==> config.mk <==
export PLATFORM = sky130hd
export DESIGN_NAME = eth_udp_strip
export DESIGN_NICKNAME = d
export VERILOG_FILES = /design/src/rtl/eth_udp_strip.sv
export SDC_FILE = /design/constraint.sdc
export NUM_CORES = 1
export LEC_CHECK = 0
export CAP_MARGIN = 10
export CORE_MARGIN = 2
export CORE_UTILIZATION = 45
export DETAILED_ROUTE_END_ITERATION = 12
export PLACE_DENSITY = 0.85
export SLEW_MARGIN = 20
export SYNTH_ARGS = -nofsm -noshare
export SYNTH_HDL_FRONTEND = slang
export SYNTH_SLANG_ARGS = --single-unit
==> constraint.sdc <==
create_clock -name clk -period 2.3 [get_ports clk]
set_input_delay 0.46 -clock clk [delete_from_list [all_inputs] [get_ports clk]]
set_output_delay 0.46 -clock clk [all_outputs]
set_load 0.02 [all_outputs]
==> src/rtl/eth_udp_strip.sv <==
// eth_udp_strip: Ethernet/IPv4/UDP header filter and stripper.
// Accepts raw frames on a 64-bit non-stallable stream. Frames are checked on
// EtherType, IPv4 version/IHL, fragmentation, protocol and UDP destination port.
// The 42-byte header is removed and the payload realigned to lane 0.
// Rejected and runt frames bump a saturating drop counter.
module eth_udp_strip #(
  parameter int          AXI_DATA_W = 64,
  parameter int          AXI_KEEP_W = AXI_DATA_W/8,
  parameter logic [15:0] UDP_PORT   = 16'd18000,
  parameter int          DROP_CNT_W = 16
) (
  input  logic                  clk,
  input  logic                  nreset,
  input  logic                  mac_axis_tvalid_i,
  input  logic [AXI_DATA_W-1:0] mac_axis_tdata_i,
  input  logic [AXI_KEEP_W-1:0] mac_axis_tkeep_i,
  input  logic                  mac_axis_tlast_i,
  input  logic                  mac_axis_tuser_i,
  output logic                  udp_axis_tvalid_o,
  output logic [AXI_DATA_W-1:0] udp_axis_tdata_o,
  output logic [AXI_KEEP_W-1:0] udp_axis_tkeep_o,
  output logic                  udp_axis_tlast_o,
  output logic                  udp_axis_tuser_o,
  output logic [DROP_CNT_W-1:0] drop_cnt_o
);

  typedef enum logic [1:0] {S_HDR, S_PAY, S_DROP, S_TAIL} state_t;

  // Thermometer keep with the n lowest lanes set.
  function automatic logic [7:0] therm(input logic [3:0] n);
    logic [7:0] t;
    for (int i = 0; i < 8; i++) t[i] = (4'(i) < n);
    return t;
  endfunction

  // Expand a per-lane keep into a per-bit data mask.
  function automatic logic [63:0] lane_mask(input logic [7:0] k);
    logic [63:0] m;
    for (int i = 0; i < 8; i++) m[8*i +: 8] = {8{k[i]}};
    return m;
  endfunction

  state_t        r_state, w_state;
  logic [2:0]    r_cnt, w_cnt;
  logic          r_first, w_first;
  logic [47:0]   r_hold, w_hold;
  logic [7:0]    r_tail_keep, w_tail_keep;
  logic          r_tail_user, w_tail_user;

  logic          r_vld, w_vld;
  logic [63:0]   r_data, w_data, w_raw;
  logic [7:0]    r_keep, w_keep;
  logic          r_last, w_last;
  logic          r_user, w_user;
  logic          w_drop;
  logic [DROP_CNT_W-1:0] r_drop;

  logic [63:0]   w_d;
  logic [3:0]    w_n;
  logic [2:0]    w_cnt_eff;
  logic          w_ok;
  logic [63:0]   w_full;

  assign w_d    = mac_axis_tdata_i;
  assign w_full = {w_d[15:0], r_hold};
  // A beat arriving during TAIL is the next frame's beat0.
  assign w_cnt_eff = (r_state == S_TAIL) ? 3'd0 : r_cnt;

  // Valid byte count of the current input beat.
  always_comb begin
    w_n = '0;
    for (int i = 0; i < AXI_KEEP_W; i++) w_n = w_n + 4'(mac_axis_tkeep_i[i]);
  end

  // Per-beat header check for the current header beat index.
  always_comb begin
    case (w_cnt_eff)
      3'd1:    w_ok = (w_d[39:32] == 8'h08) && (w_d[47:40] == 8'h00) && (w_d[55:48] == 8'h45);
      3'd2:    w_ok = (({w_d[39:32], w_d[47:40]} & 16'h3FFF) == 16'h0) && (w_d[63:56] == 8'h11);
      3'd4:    w_ok = ({w_d[39:32], w_d[47:40]} == UDP_PORT);
      default: w_ok = 1'b1;
    endcase
  end

  // Next-state and next-output logic.
  always_comb begin
    w_state     = r_state;
    w_cnt       = r_cnt;
    w_first     = r_first;
    w_hold      = r_hold;
    w_tail_keep = r_tail_keep;
    w_tail_user = r_tail_user;
    w_vld       = 1'b0;
    w_raw       = '0;
    w_keep      = '0;
    w_last      = 1'b0;
    w_user      = 1'b0;
    w_drop      = 1'b0;
    case (r_state)
      S_HDR, S_TAIL: begin
        if (r_state == S_TAIL) begin
          w_vld   = 1'b1;
          w_raw   = {16'h0, r_hold};
          w_keep  = r_tail_keep;
          w_last  = 1'b1;
          w_user  = r_tail_user;
          w_state = S_HDR;
          w_cnt   = '0;
        end
        if (mac_axis_tvalid_i) begin
          if (mac_axis_tlast_i) begin
            w_drop  = 1'b1;
            w_state = S_HDR;
            w_cnt   = '0;
          end else if (!w_ok) begin
            w_state = S_DROP;
            w_cnt   = '0;
          end else if (w_cnt_eff == 3'd4) begin
            w_state = S_PAY;
            w_first = 1'b1;
            w_cnt   = '0;
          end else begin
            w_cnt = w_cnt_eff + 3'd1;
          end
        end
      end
      S_PAY: begin
        if (mac_axis_tvalid_i) begin
          if (r_first) begin
            // Beat5 holds payload bytes 0..5 in lanes 2..7.
            w_first = 1'b0;
            if (mac_axis_tlast_i) begin
              w_state = S_HDR;
              if (w_n > 4'd2) begin
                w_vld  = 1'b1;
                w_raw  = w_d >> 16;
                w_keep = therm(w_n - 4'd2);
                w_last = 1'b1;
                w_user = mac_axis_tuser_i;
              end
            end else begin
              w_hold = w_d[63:16];
            end
          end else if (!mac_axis_tlast_i) begin
            w_vld  = 1'b1;
            w_raw  = w_full;
            w_keep = 8'hFF;
            w_hold = w_d[63:16];
          end else if (w_n <= 4'd2) begin
            w_vld   = 1'b1;
            w_raw   = w_full;
            w_keep  = therm(w_n + 4'd6);
            w_last  = 1'b1;
            w_user  = mac_axis_tuser_i;
            w_state = S_HDR;
          end else begin
            // Last beat overflows one output beat: remainder goes out from TAIL.
            w_vld       = 1'b1;
            w_raw       = w_full;
            w_keep      = 8'hFF;
            w_hold      = w_d[63:16] & lane_mask(therm(w_n - 4'd2))[47:0];
            w_tail_keep = therm(w_n - 4'd2);
            w_tail_user = mac_axis_tuser_i;
            w_state     = S_TAIL;
          end
        end
      end
      S_DROP: begin
        if (mac_axis_tvalid_i && mac_axis_tlast_i) begin
          w_drop  = 1'b1;
          w_state = S_HDR;
          w_cnt   = '0;
        end
      end
      default: begin
        w_state = S_HDR;
        w_cnt   = '0;
      end
    endcase
    w_data = w_raw & lane_mask(w_keep);
  end

  // State, hold and registered outputs.
  always_ff @(posedge clk or negedge nreset) begin
    if (!nreset) begin
      r_state     <= S_HDR;
      r_cnt       <= '0;
      r_first     <= 1'b0;
      r_hold      <= '0;
      r_tail_keep <= '0;
      r_tail_user <= 1'b0;
      r_vld       <= 1'b0;
      r_data      <= '0;
      r_keep      <= '0;
      r_last      <= 1'b0;
      r_user      <= 1'b0;
    end else begin
      r_state     <= w_state;
      r_cnt       <= w_cnt;
      r_first     <= w_first;
      r_hold      <= w_hold;
      r_tail_keep <= w_tail_keep;
      r_tail_user <= w_tail_user;
      r_vld       <= w_vld;
      r_data      <= w_data;
      r_keep      <= w_keep;
      r_last      <= w_last;
      r_user      <= w_user;
    end
  end

  // Saturating dropped-frame counter.
  always_ff @(posedge clk or negedge nreset) begin
    if (!nreset)                   r_drop <= '0;
    else if (w_drop && ~&r_drop)   r_drop <= r_drop + DROP_CNT_W'(1);
  end

  assign udp_axis_tvalid_o = r_vld;
  assign udp_axis_tdata_o  = r_data;
  assign udp_axis_tkeep_o  = r_keep;
  assign udp_axis_tlast_o  = r_last;
  assign udp_axis_tuser_o  = r_user;
  assign drop_cnt_o        = r_drop;

endmodule

# Word level (Yosys, flattened, before mapping)
# Cells that the tools add are included.
[op_classes]
n_reduce_logical = 18
muxes = 67
n_lt_le_gt_ge = 18
addsub = 11
n_eq_ne = 19
n_bitwise = 4
[ops]
columns = ["operator", "count"]
rows = [
  ["2-to-1 mux 48 bit", 7],
  ["2-to-1 mux 64 bit", 2],
  ["one-hot mux 64 bit (2 select lines)", 1],
  ["AND 64 bit", 1],
  ["2-to-1 mux 8 bit", 7],
  ["AND 48 bit", 1],
  ["< comparator 3 x 4 -> 1 bit (first input constant)", 8],
  ["2-to-1 mux 1 bit", 24],
  ["2-to-1 mux 2 bit", 11],
  ["2-to-1 mux 3 bit", 6],
  ["inequality test 2 bit (second input constant)", 9],
  ["adder 16 x 1 -> 16 bit (second input constant)", 1],
  ["adder 4 x 1 -> 4 bit", 4],
  ["== test 16 x 15 -> 1 bit (second input constant)", 1],
  ["logical NOT 16 bit", 1],
  ["< comparator 1 x 4 -> 1 bit (first input constant)", 4],
  ["< comparator 2 x 4 -> 1 bit (first input constant)", 4],
  ["one-hot mux 8 bit (2 select lines)", 1],
  ["AND reduction 16 bit", 1],
  ["one-hot mux 1 bit (2 select lines)", 5],
  ["== test 8 x 4 -> 1 bit (second input constant)", 1],
  ["== test 8 x 5 -> 1 bit (second input constant)", 1],
  ["== test 8 x 7 -> 1 bit (second input constant)", 1],
  ["logical NOT 8 bit", 1],
  ["27 further kinds", 34],
]
[totals]
output_inout_bits = 91
ff_bits = 154
in_bits = 77
elab_cells = 149

# Depth between registers and ports, before layout
[depth]
word_depth = 15
mapped_depth = 19
ltp_nobuf = 16

# Worst setup path after synthesis
# Ideal clock, no wire load.
[synth_path]
path_type = "in2reg"
start = "in mac_axis_tkeep_i[0]"
end = "reg r_hold[28]"
setup_ns = 0.121
t_arrival_ns = 4.333
path_buffers = 5
t_required_ns = 2.179
setup_slack_ns = -2.154
stages = 19
path_cell_list = "inv_1 > fa_1 > fa_1 > fa_1 > inv_1 > ha_1 > inv_1 > fa_1 > buf_2 > inv_1 > ha_1 > nand2b_1 > buf_4 > a21oi_2 > o32a_1 > buf_4 > buf_6 > buf_6 > a22o_1"
[synth_between]
elab_chain_len = 13
elab_cells_between_ends = 16
cone_classes = "add/sub: 8; order compare: 2; eq/ne: 1; mux: 3; bitwise: 1; reduce/logical: 1"
[synth_lines]
columns = ["item", "line_no", "rtl"]
rows = [
  ["start: declaration", "16", "input logic [AXI_KEEP_W-1:0] mac_axis_tkeep_i,"],
  ["adder 1 x 1 -> 2 bit (*)", "72", "for (int i = 0; i < AXI_KEEP_W; i++) w_n = w_n + 4'(mac_axis_tkeep_i[i]);"],
  ["adder 2 x 1 -> 3 bit (*)", "72", ""],
  ["adder 3 x 1 -> 4 bit (*)", "72", ""],
  ["adder 4 x 1 -> 4 bit (*) (4 in a row)", "72", ""],
  ["subtractor 4 x 2 -> 4 bit", "161", "w_hold = w_d[63:16] & lane_mask(therm(w_n - 4'd2))[47:0];"],
  ["< comparator 2 x 4 -> 1 bit", "32", "for (int i = 0; i < 8; i++) t[i] = (4'(i) < n);"],
  ["AND 48 bit", "161", ""],
  ["2-to-1 mux 48 bit", "149", "end else if (w_n <= 4'd2) begin"],
  ["2-to-1 mux 48 bit", "144", "end else if (!mac_axis_tlast_i) begin"],
  ["2-to-1 mux 48 bit", "129", "if (r_first) begin"],
  ["end signal: assignment", "201", "r_hold <= w_hold;"],
  ["end: declaration", "46", "logic [47:0] r_hold, w_hold;"],
]
# Mark *: on every way between the ends. The rest lies on a longest branch, timed or not. The select of a mux whose other input is x is not followed.
# A chain may end at the register's enable or synchronous reset.

# Final worst setup path
[layout_path]
start = "in mac_axis_tkeep_i[1]"
end = "reg r_data[32], in the netlist udp_axis_tdata_o[32]"
[layout_between]
elab_chain_len = 15
elab_cells_between_ends = 26
cone_classes = "add/sub: 9; order compare: 4; mux: 12; bitwise: 1"
[layout_lines]
columns = ["item", "line_no", "rtl"]
rows = [
  ["adder 1 x 1 -> 2 bit (*)", "72", ""],
  ["adder 2 x 1 -> 3 bit (*)", "72", ""],
  ["adder 3 x 1 -> 4 bit (*)", "72", ""],
  ["adder 4 x 1 -> 4 bit (*) (4 in a row)", "72", ""],
  ["adder 4 x 3 -> 4 bit or subtractor 4 x 2 -> 4 bit (tied branches)", "152, 137", ""],
  ["< comparator 3 x 4 -> 1 bit", "32", ""],
  ["2-to-1 mux 8 bit (on tied branches)", "149, 134", ""],
  ["2-to-1 mux 8 bit (on tied branches)", "144, 132", ""],
  ["2-to-1 mux 8 bit", "129", ""],
  ["2-to-1 mux 8 bit", "128", "if (mac_axis_tvalid_i) begin"],
  ["one-hot mux 8 bit (2 select lines)", "99", "case (r_state)"],
  ["AND 64 bit (*)", "180", "w_data = w_raw & lane_mask(w_keep);"],
  ["named net w_data[32]", "51", "logic [63:0] r_data, w_data, w_raw;"],
  ["end signal: assignment", "205", "r_data <= w_data;"],
  ["end: declaration", "51", ""],
]
# The timed path passes the listed nets; every way through them passes the cells marked *.

==> qor.txt <==
status - complete, but fails checks
failing checks - hold timing, setup timing
drt first pass iters - 6
total congestion overflow - 0
Die ar. - 16600 um^2
Hold Path Class - input pin to asynchronous set/reset pin
WP buf/inv - 10
commonest non-fill, non-tap cell in the layout - clkdlybuf4s50_1
final hold vios - 14
Post-CTS Hold Buffers - 0
Layout Nets - 1001
#FFs+latches synth - 154
Crit path depth - 21
Placeable Area - 15300 um^2
Worst Tran Pin Value - 0.672 ns
largest net degree at the start of global routing - 60
# IOs - 168
critical path endpoint category - register
Initial Util - 46.1%
XOR/XNOR Fraction of Synth Area - 1.74%
main combinational cell family by area after synthesis - compound AO/OA/AOI/OAI gates
worst setup path class - input pin to register
post-synth net total - 718
unrepaired setup endpoints after global routing - true
WL/cell - 21.1 um
cell count after synthesis - 621
vias - 6727
n_diodes - 0
multiplexer share of the synthesized area - 0.462%
Post-Synth Simple-Gate Area - 14.9%
routed wire length - 23.7 mm
antenna violations before repair - 0
Post-synth EDFFs - 0
final clock skew - 0.00858 ns
startpoint types - input pin
vias in the first global route - 6477
Synth Area in Adders - 3.98%
reg2reg start - r_state[1]
CP most frequent cell - buf_6
clock root cell - clkbuf_16
htree depth - 4
final period utilization - 181%
Max Slew Vio Count - 0
die height - 129 um
CTS tree - yes
Worst path max stage delay - 0.55 ns
Rows - 45
worst path cell trace - buf_6 > inv_2 > fa_1 > fa_1 > fa_1 > inv_1 > ha_2 > inv_2 > fa_2 > buf_6 > inv_4 > ha_4 > nand2b_4 > buf_6 > a21o_1 > buf_6 > buf_6 > a211oi_4 > nand3b_1 > buf_6 > nor2_4
power per standard cell area - 885 nW/um^2
Main synth FF type - dfrtp_1
first-pass GRT wire length - 34.0 mm
Final WS setup - -1.87 ns
Critical Path RT - 2.61 ns
Setup violations, final - 134
maximum VDD drop - 0.000715 V
vias per cell - 5.96
fmax - 240 MHz
Max FO, Critical Path - 5
final setup TNS - -232.99 ns
ys async rst share - 100%
maximum buffer depth of the clock tree - 2
cell family with most CP delay - adder cells
crit path DAT - 4.48 ns
fraction of layout cells with a size suffix above 1 - 32.2%
DRT antenna net count - 0
layout overhead on the synthesized area - 59.9%
DRT iter0 DRCs - 759
r2r setup slk - -0.09 ns
Synth Area in Compound Gates - 20.4%
GRT Overall Usage - 26.5%
DP Wirelength - 14.1 mm
Clk Latency, worst-skew pair - 0.43 ns
commonest cells after routing, fill and taps aside - clkdlybuf4s50_1 (163), dfrtp_1 (154), buf_4 (91)
Chip Width - 129 um
minimum clock period - 4.17 ns
Slew headroom - 54.7%
CP max-delay cell - fa_1
Placer Congestion - 1.00
DRC violations left - 0
Yosys warnings - 0
CTS Buf Count - 17
sequential fraction of the synthesis area - 54.8%
Max Cap Viol - 0
clock slew at reported path FFs - 0.06 ns
Worst R2R Path Depth - 8
LEAKAGE - 0.00474 uW
Port Buf Inserts - 167
Post-Syn Area - 7030 um^2
final hold slack - -0.0137 ns
Crit Reg-Reg Endpoint - udp_axis_tdata_o[32]
synthesized area per cell - 11.3 um^2
CTS Sinks - 154
Yosys cell types - 70
[layer usage]
metal  vias to the layer above  global-route usage [%]  routed length (um)
li1                       2855                       -                   -
met1                      3321                    33.1                9000
met2                       449                    44.8               11900
met3                       102                    6.36                1920
met4                         0                    10.3                 938
met5                         -                       0                   0
[sequential cells by signal, indices dropped and copies added, names as in the netlist]
name,count
udp_axis_tdata_o,64
r_hold,48
drop_cnt_o,16
r_tail_keep,8
udp_axis_tkeep_o,8
r_cnt,3
r_state,2
r_first,1
r_tail_user,1
udp_axis_tlast_o,1
udp_axis_tuser_o,1
udp_axis_tvalid_o,1
[worst reg2reg max path: stages (launching register included)]
cell and delay (ns):
dfrtp_1 0.42, inv_1 0.12, ha_1 0.30, nand2_1 0.26
buf_4 0.22, o41ai_2 0.40, nand3b_1 0.27, buf_6 0.23
nor2_4 0.09
[cells in the mapped netlist (all sizes together) (5+ instances only)]
cell type,count,share of area [%]
dfrtp,154,55
or4,6,0.64
and2,19,1.7
a22o,48,6.0
a31oi,9,1.3
ha,16,2.8
xor2,9,1.1
xnor2,5,0.62
a21oi,14,1.3
clkbuf,10,0.53
o21ai,11,0.78
nand2,32,1.7
buf,19,1.7
nand3,18,1.3
nor4,12,1.5
nand4,6,0.53
nor3,14,1.0
nor2,59,3.2
nand2b,7,0.62
a22oi,50,5.5
inv,29,1.5
a211oi,8,0.85
[stage by stage]
stage               cells  instance area (um^2)  utilization (%)  setup slack (ns)  power, uW
finish               1128                 11200             73.7             -1.87       9950
global route         1128                 11200             73.7             -2.00      10300
CTS                  1114                 10900             71.1             -1.79       9360
detailed placement   1072                  9780             64.1             -2.90       6270
global placement     1072                  9780             64.1             -2.77       6140
floorplan             621                  7170                -             -2.02       5040
[cell type report]
| class | count | area [um^2] |
|---|---|---|
| fillers | 877 | 4010 |
| inverters | 29 | 119 |
| multi-input cells | 411 | 3620 |
| flip-flops and latches | 154 | 3850 |
| well taps | 211 | 264 |
| clock inverters | 11 | 120 |
| repair buffers | 291 | 2810 |
| clock buffers | 21 | 460 |
[where the power goes]
| group | internal (uW) | switching (uW) |
|---|---|---|
| combinational | 1750 | 1840 |
| clock | 1650 | 1100 |
| sequential | 3200 | 412 |
[logic make-up (layout without fill, tap and decap cells)]
kind of cell	after synthesis	count (layout)
AO/OA/AOI/OAI	174	176
XOR/XNOR	14	14
adder cells (fa/ha/maj)	20	20
buffers and inverters	58	352
flip-flops	154	154
multiplexers	3	3
AND/OR/NAND/NOR	198	198
[how the worst max path moves through the flow]
stage	startpoint	end	slack, ns
5_1_grt	mac_axis_tkeep_i[1]	udp_axis_tdata_o[38]	-2.00
4_1_cts	mac_axis_tkeep_i[0]	udp_axis_tdata_o[6]	-1.79
3_5_place_dp	mac_axis_tkeep_i[0]	udp_axis_tdata_o[20]	-2.90
2_1_floorplan	mac_axis_tkeep_i[0]	r_hold[28]	-2.02
3_3_place_gp	mac_axis_tkeep_i[0]	udp_axis_tkeep_o[6]	-2.77
6_report	mac_axis_tkeep_i[1]	udp_axis_tdata_o[32]	-1.87
[what timing repair did]
item                                    4_1_cts  5_1_grt
pin swaps                                    52       55
buffers inserted                              8       13
gates cloned                                  4        2
hold endpoints to repair                      0        0
resized for setup                           105       63
endpoints found under the setup margin      136      141
Power figures use the tool's default switching activity.
